### src/rtl/dm9000a_bus_seq_if.sv
// dm9000a_bus_seq_if: the signal bundle between the DM9000A bus sequencer and its
// neighbours.
//   Host side : iREQ, iWE, iINDEX, iLEN, iWDATA (in)
//               oWREQ, oRDATA, oRVALID, oBUSY, oDONE (out)
//   Pin side  : oDATA, oCMD, oCS_N, oRD_N, oWR_N (out to the pin interface)
//               iDATA (registered read data back from the pin interface)
// The master modport is the sequencer's view. The slave modport is the view of the
// host and pin logic that surrounds it.
interface dm9000a_bus_seq_if #(
  parameter int unsigned LEN_W = 11
);
  logic             iREQ;
  logic             iWE;
  logic [7:0]       iINDEX;
  logic [LEN_W-1:0] iLEN;
  logic [15:0]      iWDATA;
  logic             oWREQ;
  logic [15:0]      oRDATA;
  logic             oRVALID;
  logic             oBUSY;
  logic             oDONE;
  logic [15:0]      oDATA;
  logic             oCMD;
  logic             oCS_N;
  logic             oRD_N;
  logic             oWR_N;
  logic [15:0]      iDATA;

  modport master (
    input  iREQ, iWE, iINDEX, iLEN, iWDATA, iDATA,
    output oWREQ, oRDATA, oRVALID, oBUSY, oDONE,
           oDATA, oCMD, oCS_N, oRD_N, oWR_N
  );

  modport slave (
    output iREQ, iWE, iINDEX, iLEN, iWDATA, iDATA,
    input  oWREQ, oRDATA, oRVALID, oBUSY, oDONE,
           oDATA, oCMD, oCS_N, oRD_N, oWR_N
  );
endinterface

### src/rtl/dm9000a_bus_seq.sv
// dm9000a_bus_seq: converts host register and packet-memory requests into DM9000A
// index/data strobe sequences.
//   iCLK, iRST : clock, and a synchronous active-high reset
//   bus        : dm9000a_bus_seq_if.master, which carries the host request/done
//                handshake, the per-word write-request and read-valid stream, and
//                the pin-interface data, command, chip-select and strobe signals
// Build option: when DM9000A_SEQ_BURST_EN is defined, the sequencer honours iLEN and
// moves up to 2^LEN_W-1 data words for one index phase. When it is not defined,
// every transaction moves one word.
module dm9000a_bus_seq #(
  parameter int unsigned SETUP_CYC  = 2,
  parameter int unsigned STROBE_CYC = 4,
  parameter int unsigned HOLD_CYC   = 2,
  parameter int unsigned LEN_W      = 11
) (
  input logic                iCLK,
  input logic                iRST,
  dm9000a_bus_seq_if.master  bus
);

  localparam int unsigned SETUP_E  = (SETUP_CYC  < 2) ? 2 : SETUP_CYC;
  localparam int unsigned STROBE_E = (STROBE_CYC < 1) ? 1 : STROBE_CYC;
  localparam int unsigned HOLD_E   = (HOLD_CYC   < 2) ? 2 : HOLD_CYC;
  localparam int unsigned MAX_SH   = (SETUP_E > HOLD_E) ? SETUP_E : HOLD_E;
  localparam int unsigned MAX_E    = (MAX_SH > STROBE_E) ? MAX_SH : STROBE_E;
  localparam int unsigned CNT_W    = $clog2(MAX_E);

  localparam logic [CNT_W-1:0] SETUP_LAST  = CNT_W'(SETUP_E - 1);
  localparam logic [CNT_W-1:0] STROBE_LAST = CNT_W'(STROBE_E - 1);
  localparam logic [CNT_W-1:0] HOLD_LAST   = CNT_W'(HOLD_E - 1);
  localparam logic [CNT_W-1:0] HOLD_CAP    = CNT_W'(1);

  typedef enum logic [2:0] {
    IDLE, IDX_SETUP, IDX_STROBE, IDX_HOLD,
    DAT_SETUP, DAT_STROBE, DAT_HOLD, DONE
  } state_t;

  state_t           state_q, state_d;
  logic [CNT_W-1:0] cnt_q, cnt_d;
  logic             we_q;
  logic [15:0]      data_q;
  logic [15:0]      rdata_q;
  logic             rvalid_q;
  logic             last_word;

  logic             wreq_c, cs_n_c, cmd_c, rd_n_c, wr_n_c;

`ifdef DM9000A_SEQ_BURST_EN
  logic [LEN_W-1:0] words_q;
  assign last_word = (words_q == LEN_W'(1));
`else
  assign last_word = 1'b1;
`endif

  always_comb begin
    state_d = state_q;
    cnt_d   = cnt_q + 1'b1;
    case (state_q)
      IDLE: begin
        cnt_d = '0;
        if (bus.iREQ) state_d = IDX_SETUP;
      end
      IDX_SETUP:  if (cnt_q == SETUP_LAST)  begin state_d = IDX_STROBE; cnt_d = '0; end
      IDX_STROBE: if (cnt_q == STROBE_LAST) begin state_d = IDX_HOLD;   cnt_d = '0; end
      IDX_HOLD:   if (cnt_q == HOLD_LAST)   begin state_d = DAT_SETUP;  cnt_d = '0; end
      DAT_SETUP:  if (cnt_q == SETUP_LAST)  begin state_d = DAT_STROBE; cnt_d = '0; end
      DAT_STROBE: if (cnt_q == STROBE_LAST) begin state_d = DAT_HOLD;   cnt_d = '0; end
      DAT_HOLD: begin
        if (cnt_q == HOLD_LAST) begin
          cnt_d   = '0;
          state_d = last_word ? DONE : DAT_SETUP;
        end
      end
      DONE: begin
        cnt_d   = '0;
        state_d = IDLE;
      end
      default: begin
        cnt_d   = '0;
        state_d = IDLE;
      end
    endcase

    // The strobes and selects are decoded from the state. A synchronous reset of
    // the state therefore releases the bus on the next edge.
    cs_n_c = (state_q == IDLE) || (state_q == DONE);
    cmd_c  = (state_q == DAT_SETUP) || (state_q == DAT_STROBE) || (state_q == DAT_HOLD);
    wr_n_c = !((state_q == IDX_STROBE) || ((state_q == DAT_STROBE) && we_q));
    rd_n_c = !((state_q == DAT_STROBE) && !we_q);
    wreq_c = (state_q == DAT_SETUP) && (cnt_q == '0) && we_q;
  end

  always_ff @(posedge iCLK) begin
    if (iRST) begin
      state_q  <= IDLE;
      cnt_q    <= '0;
      we_q     <= 1'b0;
      data_q   <= '0;
      rdata_q  <= '0;
      rvalid_q <= 1'b0;
`ifdef DM9000A_SEQ_BURST_EN
      words_q  <= '0;
`endif
    end else begin
      state_q  <= state_d;
      cnt_q    <= cnt_d;
      rvalid_q <= 1'b0;
      case (state_q)
        IDLE: begin
          if (bus.iREQ) begin
            we_q   <= bus.iWE;
            data_q <= {8'h00, bus.iINDEX};
`ifdef DM9000A_SEQ_BURST_EN
            words_q <= (bus.iLEN == '0) ? LEN_W'(1) : bus.iLEN;
`endif
          end
        end
        // The host presents the word one cycle after oWREQ. The word is latched at
        // the end of the last setup cycle, so it reaches the pins as the strobe
        // falls.
        DAT_SETUP: if (we_q && (cnt_q == SETUP_LAST)) data_q <= bus.iWDATA;
        DAT_HOLD: begin
          // The pin interface adds two register stages, so the read word on iDATA
          // is valid in the second hold cycle.
          if (!we_q && (cnt_q == HOLD_CAP)) begin
            rdata_q  <= bus.iDATA;
            rvalid_q <= 1'b1;
          end
`ifdef DM9000A_SEQ_BURST_EN
          if (cnt_q == HOLD_LAST) words_q <= words_q - 1'b1;
`endif
        end
        DONE: data_q <= '0;
        default: ;
      endcase
    end
  end

  assign bus.oWREQ   = wreq_c;
  assign bus.oRDATA  = rdata_q;
  assign bus.oRVALID = rvalid_q;
  assign bus.oBUSY   = (state_q != IDLE);
  assign bus.oDONE   = (state_q == DONE);
  assign bus.oDATA   = data_q;
  assign bus.oCMD    = cmd_c;
  assign bus.oCS_N   = cs_n_c;
  assign bus.oRD_N   = rd_n_c;
  assign bus.oWR_N   = wr_n_c;

endmodule
### src/flat_wrapper.sv
// flat-port wrapper written by rule: the top's interface ports become plain ports
module dm9000a_bus_seq_flat 
#(
  parameter int unsigned SETUP_CYC  = 2,
  parameter int unsigned STROBE_CYC = 4,
  parameter int unsigned HOLD_CYC   = 2,
  parameter int unsigned LEN_W      = 11
)
  (iCLK, iRST, bus_iREQ, bus_iWE, bus_iINDEX, bus_iLEN, bus_iWDATA, bus_iDATA, bus_oWREQ, bus_oRDATA, bus_oRVALID, bus_oBUSY, bus_oDONE, bus_oDATA, bus_oCMD, bus_oCS_N, bus_oRD_N, bus_oWR_N);
  dm9000a_bus_seq_if #(.LEN_W(LEN_W)) bus_i ();
  input logic iCLK;
  input logic iRST;
  input wire logic [$bits(bus_i.iREQ)-1:0] bus_iREQ;
  input wire logic [$bits(bus_i.iWE)-1:0] bus_iWE;
  input wire logic [$bits(bus_i.iINDEX)-1:0] bus_iINDEX;
  input wire logic [$bits(bus_i.iLEN)-1:0] bus_iLEN;
  input wire logic [$bits(bus_i.iWDATA)-1:0] bus_iWDATA;
  input wire logic [$bits(bus_i.iDATA)-1:0] bus_iDATA;
  output wire logic [$bits(bus_i.oWREQ)-1:0] bus_oWREQ;
  output wire logic [$bits(bus_i.oRDATA)-1:0] bus_oRDATA;
  output wire logic [$bits(bus_i.oRVALID)-1:0] bus_oRVALID;
  output wire logic [$bits(bus_i.oBUSY)-1:0] bus_oBUSY;
  output wire logic [$bits(bus_i.oDONE)-1:0] bus_oDONE;
  output wire logic [$bits(bus_i.oDATA)-1:0] bus_oDATA;
  output wire logic [$bits(bus_i.oCMD)-1:0] bus_oCMD;
  output wire logic [$bits(bus_i.oCS_N)-1:0] bus_oCS_N;
  output wire logic [$bits(bus_i.oRD_N)-1:0] bus_oRD_N;
  output wire logic [$bits(bus_i.oWR_N)-1:0] bus_oWR_N;
  assign bus_i.iREQ = bus_iREQ;
  assign bus_i.iWE = bus_iWE;
  assign bus_i.iINDEX = bus_iINDEX;
  assign bus_i.iLEN = bus_iLEN;
  assign bus_i.iWDATA = bus_iWDATA;
  assign bus_i.iDATA = bus_iDATA;
  assign bus_oWREQ = bus_i.oWREQ;
  assign bus_oRDATA = bus_i.oRDATA;
  assign bus_oRVALID = bus_i.oRVALID;
  assign bus_oBUSY = bus_i.oBUSY;
  assign bus_oDONE = bus_i.oDONE;
  assign bus_oDATA = bus_i.oDATA;
  assign bus_oCMD = bus_i.oCMD;
  assign bus_oCS_N = bus_i.oCS_N;
  assign bus_oRD_N = bus_i.oRD_N;
  assign bus_oWR_N = bus_i.oWR_N;
  dm9000a_bus_seq #(.SETUP_CYC(SETUP_CYC), .STROBE_CYC(STROBE_CYC), .HOLD_CYC(HOLD_CYC), .LEN_W(LEN_W)) u_core (.iCLK(iCLK), .iRST(iRST), .bus(bus_i));
endmodule
### config.mk
export PLATFORM = sky130hd
export DESIGN_NAME = dm9000a_bus_seq_flat
export DESIGN_NICKNAME = d
export VERILOG_FILES = /design/src/rtl/dm9000a_bus_seq_if.sv /design/src/rtl/dm9000a_bus_seq.sv /design/src/flat_wrapper.sv
export SDC_FILE = /design/constraint.sdc
export NUM_CORES = 1
export LEC_CHECK = 0
export CAP_MARGIN = 20
export CORE_MARGIN = 1.5
export CORE_UTILIZATION = 44
export CTS_CLUSTER_DIAMETER = 50
export DETAILED_ROUTE_END_ITERATION = 10
export PLACE_DENSITY_LB_ADDON = 0.1
export RECOVER_POWER = 25
export SLEW_MARGIN = 20
export SYNTH_ARGS = -nofsm -noshare
export SYNTH_HDL_FRONTEND = slang
export SYNTH_SLANG_ARGS = --single-unit
### constraint.sdc
create_clock -name iCLK -period 3.79 [get_ports iCLK]
set_input_delay 1.137 -clock iCLK [delete_from_list [all_inputs] [get_ports iCLK]]
set_output_delay 1.137 -clock iCLK [all_outputs]
set_load 0.01 [all_outputs]
==> impl_summary.txt <==
----------------------------------------------------
[Floorplanning]
  Core Area ... 4324 µm²
  Die Footprint ... roughly 4900 µm²
  Top-Level Pins ... 95
  Initial Util ... ~46%
  Core Rows ... 24
  Die span in y ... 69.88 µm
  Die Width ... 69.88 µm

[GRT]
  Largest net degree at the start of global routing ... 26
  GRT Overall Usage ... a little over a fifth
  First-pass GRT wire length ... about 8400 µm
  Remaining Overflow, GRT ... 0
  Antenna violations before repair ... 0
  Number of global-route vias before repair ... around 1.8k

[Clocking]
  Post-cts repair resize count ... 0
  Clk Tree Root Cell ... clkbuf_8
  Hold buffers post-CTS ... 0
  Maximum root-to-sink buffer count ... 2
  CTS tree ... built
  Number of setup buffers added after CTS ... 0
  Number of clock sinks ... 39
  Count of H-tree levels built during CTS ... 2
  CTS clk-pin slew, worst paths ... ~0.070 ns
  Clk Latency, worst-skew pair ... just under 0.3 ns
  CTS buffer count ... 5

[Timing]
  Final setup viols ... 0
  Fmax ... 300.4 MHz
  Slack of the critical path ... ~0.46 ns
  Accumulated negative setup slack ... 0 ns
  Final worst path period need ... approximately 3.3 ns
  Worst max-slew margin expressed relative to the limit ... 23.68%
  Worst slew pin tran ... around 1.1 ns
  Clock Skew ... ~0.0063 ns
  Final period utilization ... between 80% and 90%
  Number of pins with negative max-slew slack in the final report ... 0
  RSZ-0062 raised after global routing ... no
  Final worst hold slack ... roughly 0.47 ns
  Count of final hold-check violations ... 0

[Power]
  Worst ir drop on vdd ... 0.0002943 V
  Share of total power in sequential cells ... about half
  Power density over cell area ... ~320 nW/µm²
  Clock network fraction of total power ... 30.7%
  Gate power share ... between 20% and 30%
  Int Pwr ... ~0.67 mW
  Leakage Power ... 0.9804 nW
  Sw Ratio ... a little over a quarter
  Sw Pwr ... around 0.25 mW

[Synthesis]
  Synthesized flop and latch total ... 39
  Post-Synthesis Mean Instance Area ... between 9 and 10 µm²
  Sequential-to-total area share from yosys stat ... about 40%
  Commonest cells post-synth ... dfxtp_1, o21ai_0, a21oi_1, nand3_1, clkbuf_1
  Number of unique standard cell types used by synthesis ... 41
  Leading cell types by total area after synthesis ... dfxtp_1, o21ai_0, mux2i_1
  Synthesized Nets ... between 200 and 300
  Most frequently used cell type in the post-synthesis netlist ... dfxtp_1
  Largest area contributor in the synthesized netlist ... dfxtp_1
  Post-synth EDFFs ... 0
  Top cell type's share of synthesized area ... around 40%
  Yosys Warn Count ... 0
  Post-synth ARST share ... 0%
  Number of cells produced by synthesis ... between 200 and 250
  Post-Synthesis Cell Area ... a little under 2000 µm²
  Synth Flop Type ... dfxtp_1

[Route]
  Final WL ... around 5200 µm
  Starting DRT DRC Count ... around 170
  Via count normalized by instance count ... around 5.8
  Pre-antenna DRT Iters ... 4
  Post-route antenna net violation count ... 0
  Per-cell routed wire length ... 15.27 µm
  Number of remaining DRC errors ... 0
  Total vias in the final route ... just under 2k

[Critical path]
  Kind of end point of the critical path ... output port
  Worst Setup Start Kind ... flip-flop
  Critical path data arrival time ... 2.19 ns
  Top cell family by delay on the critical path ... flip-flops
  Worst path max stage delay ... around 0.70 ns
  Buffering stage count on the worst path with inverters included ... 1
  Worst path required time ... 2.65 ns
  Ordered list of cells on the worst path ... and2b_1 -> a32oi_1 -> clkdlybuf4s50_1
  Critical Setup Path Class ... flip-flop to output port
  Top fanout value on the critical path ... 15
  Master of the slowest instance on the critical path ... dfxtp_1

[Final layout]
  Number of nets in the layout ... about 350
  Fin util ... 66.72%
  Layout-stage area growth over the synthesis result ... 46.60%
  Ratio of cells with drive above 1 in the final layout ... approximately 6.6%
  Diodes inserted ... 0

[Job]
  Maxcap violations ... 0

[Place]
  Weighted congestion at the end of routability-driven global placement ... around 0.86
  IO Port Bufs ... 83
  Pre-CTS setup slack ... ~0.79 ns
  Total half-perimeter wirelength after legalization and detailed placement ... 3428 µm

[Outcome]
  Outcome ... finished clean

[Min path]
  Class of the tightest hold or removal check ... flip-flop to flip-flop

----------------------------------------------------
==> cell families (layout without fill, tap and decap cells) <==
logic type	count (synthesis)	after routing	share of synthesized area [%]
AO/OA/AOI/OAI	79	79	27.53
adder cells (fa/ha/maj)	4	4	2.543
flip-flops	39	39	39.67
multiplexers	11	11	5.658
AND/OR/NAND/NOR	53	53	18.05
buffers and inverters	27	101	6.548
==> routing by layer <==
metal | wire length [µm] | track usage (%) | part of all wire, %
met1 | 2367 | 28.53 | 46
met2 | 2372 | 32.49 | 46
met3 | 385 | 5.916 | 7.4
met4 | 51 | 6.197 | 0.99
met5 | 0 | 0 | 0
==> power groups by stage <==
stage                     Clock (mW)  Combinational (mW)  Sequential, mW
after floorplan                    0               0.105           0.448
after global placement             0               0.190           0.455
after detailed placement           0               0.190           0.455
after CTS                      0.288               0.191           0.446
after global routing           0.305               0.204           0.449
final                          0.282               0.190           0.446
==> area by class of cell <==
| class | count | area, µm² |
|---|---|---|
| clock inverter | 1 | 5.005 |
| clock buffer | 6 | 82.58 |
| timing repair buffer | 88 | 864.6 |
| fill | 371 | 1439 |
| multi-input combinational | 147 | 1065 |
| tap | 52 | 65.06 |
| sequential | 39 | 780.7 |
| inverter | 6 | 22.52 |
==> path summary, 6_finish.rpt <==
check	endpoint	cells past startpoint	slack, ns	from
worst max-delay path	bus_oWR_N	3	0.46	u_core.state_q[1]
worst min-delay path	u_core.bus.oRDATA[13]	2	0.47	u_core.bus.oRDATA[13]
worst max register to register	u_core.bus.oDATA[5]	5	1.55	u_core.cnt_q[1]
worst min register to register	u_core.bus.oRDATA[13]	2	0.47	u_core.bus.oRDATA[13]
==> tightest hold or removal path: stages (launching register included) <==
cell,delay (ns)
dfxtp_1,0.31
o21ai_0,0.06
a21oi_1,0.06
==> stage by stage <==
stage               total power [mW]  std cells  area [µm²]
finish                        0.9173        339        2885
global placement              0.6451        332        2801
CTS                           0.9244        339        2889
detailed placement            0.6452        332        2801
global route                  0.9574        339        2885
floorplan                     0.5525        213        1968
==> placed cells by master (no fill, tap or decap), types with 2 or more instances in the layout <==
cell type	n
a2111oi_0	8
a21oi_1	17
a221oi_1	2
a22oi_1	2
a311oi_1	8
a32oi_1	9
and3_1	2
buf_4	4
clkbuf_8	6
clkdlybuf4s50_1	82
dfxtp_1	39
ha_1	4
inv_1	5
mux2i_1	10
nand2b_1	8
nand3_1	16
nand3b_1	9
nor2_1	2
nor2b_1	4
nor3_1	3
o21ai_0	26
==> flip-flops by register name (all words and copies together), names as in the netlist <==
register and flops:
u_core.we_q 1, u_core.bus.oRDATA 16, u_core.state_q 3, u_core.cnt_q 2, u_core.bus.oRVALID 1, u_core.bus.oDATA 16
(Power assumes the default switching activity.)
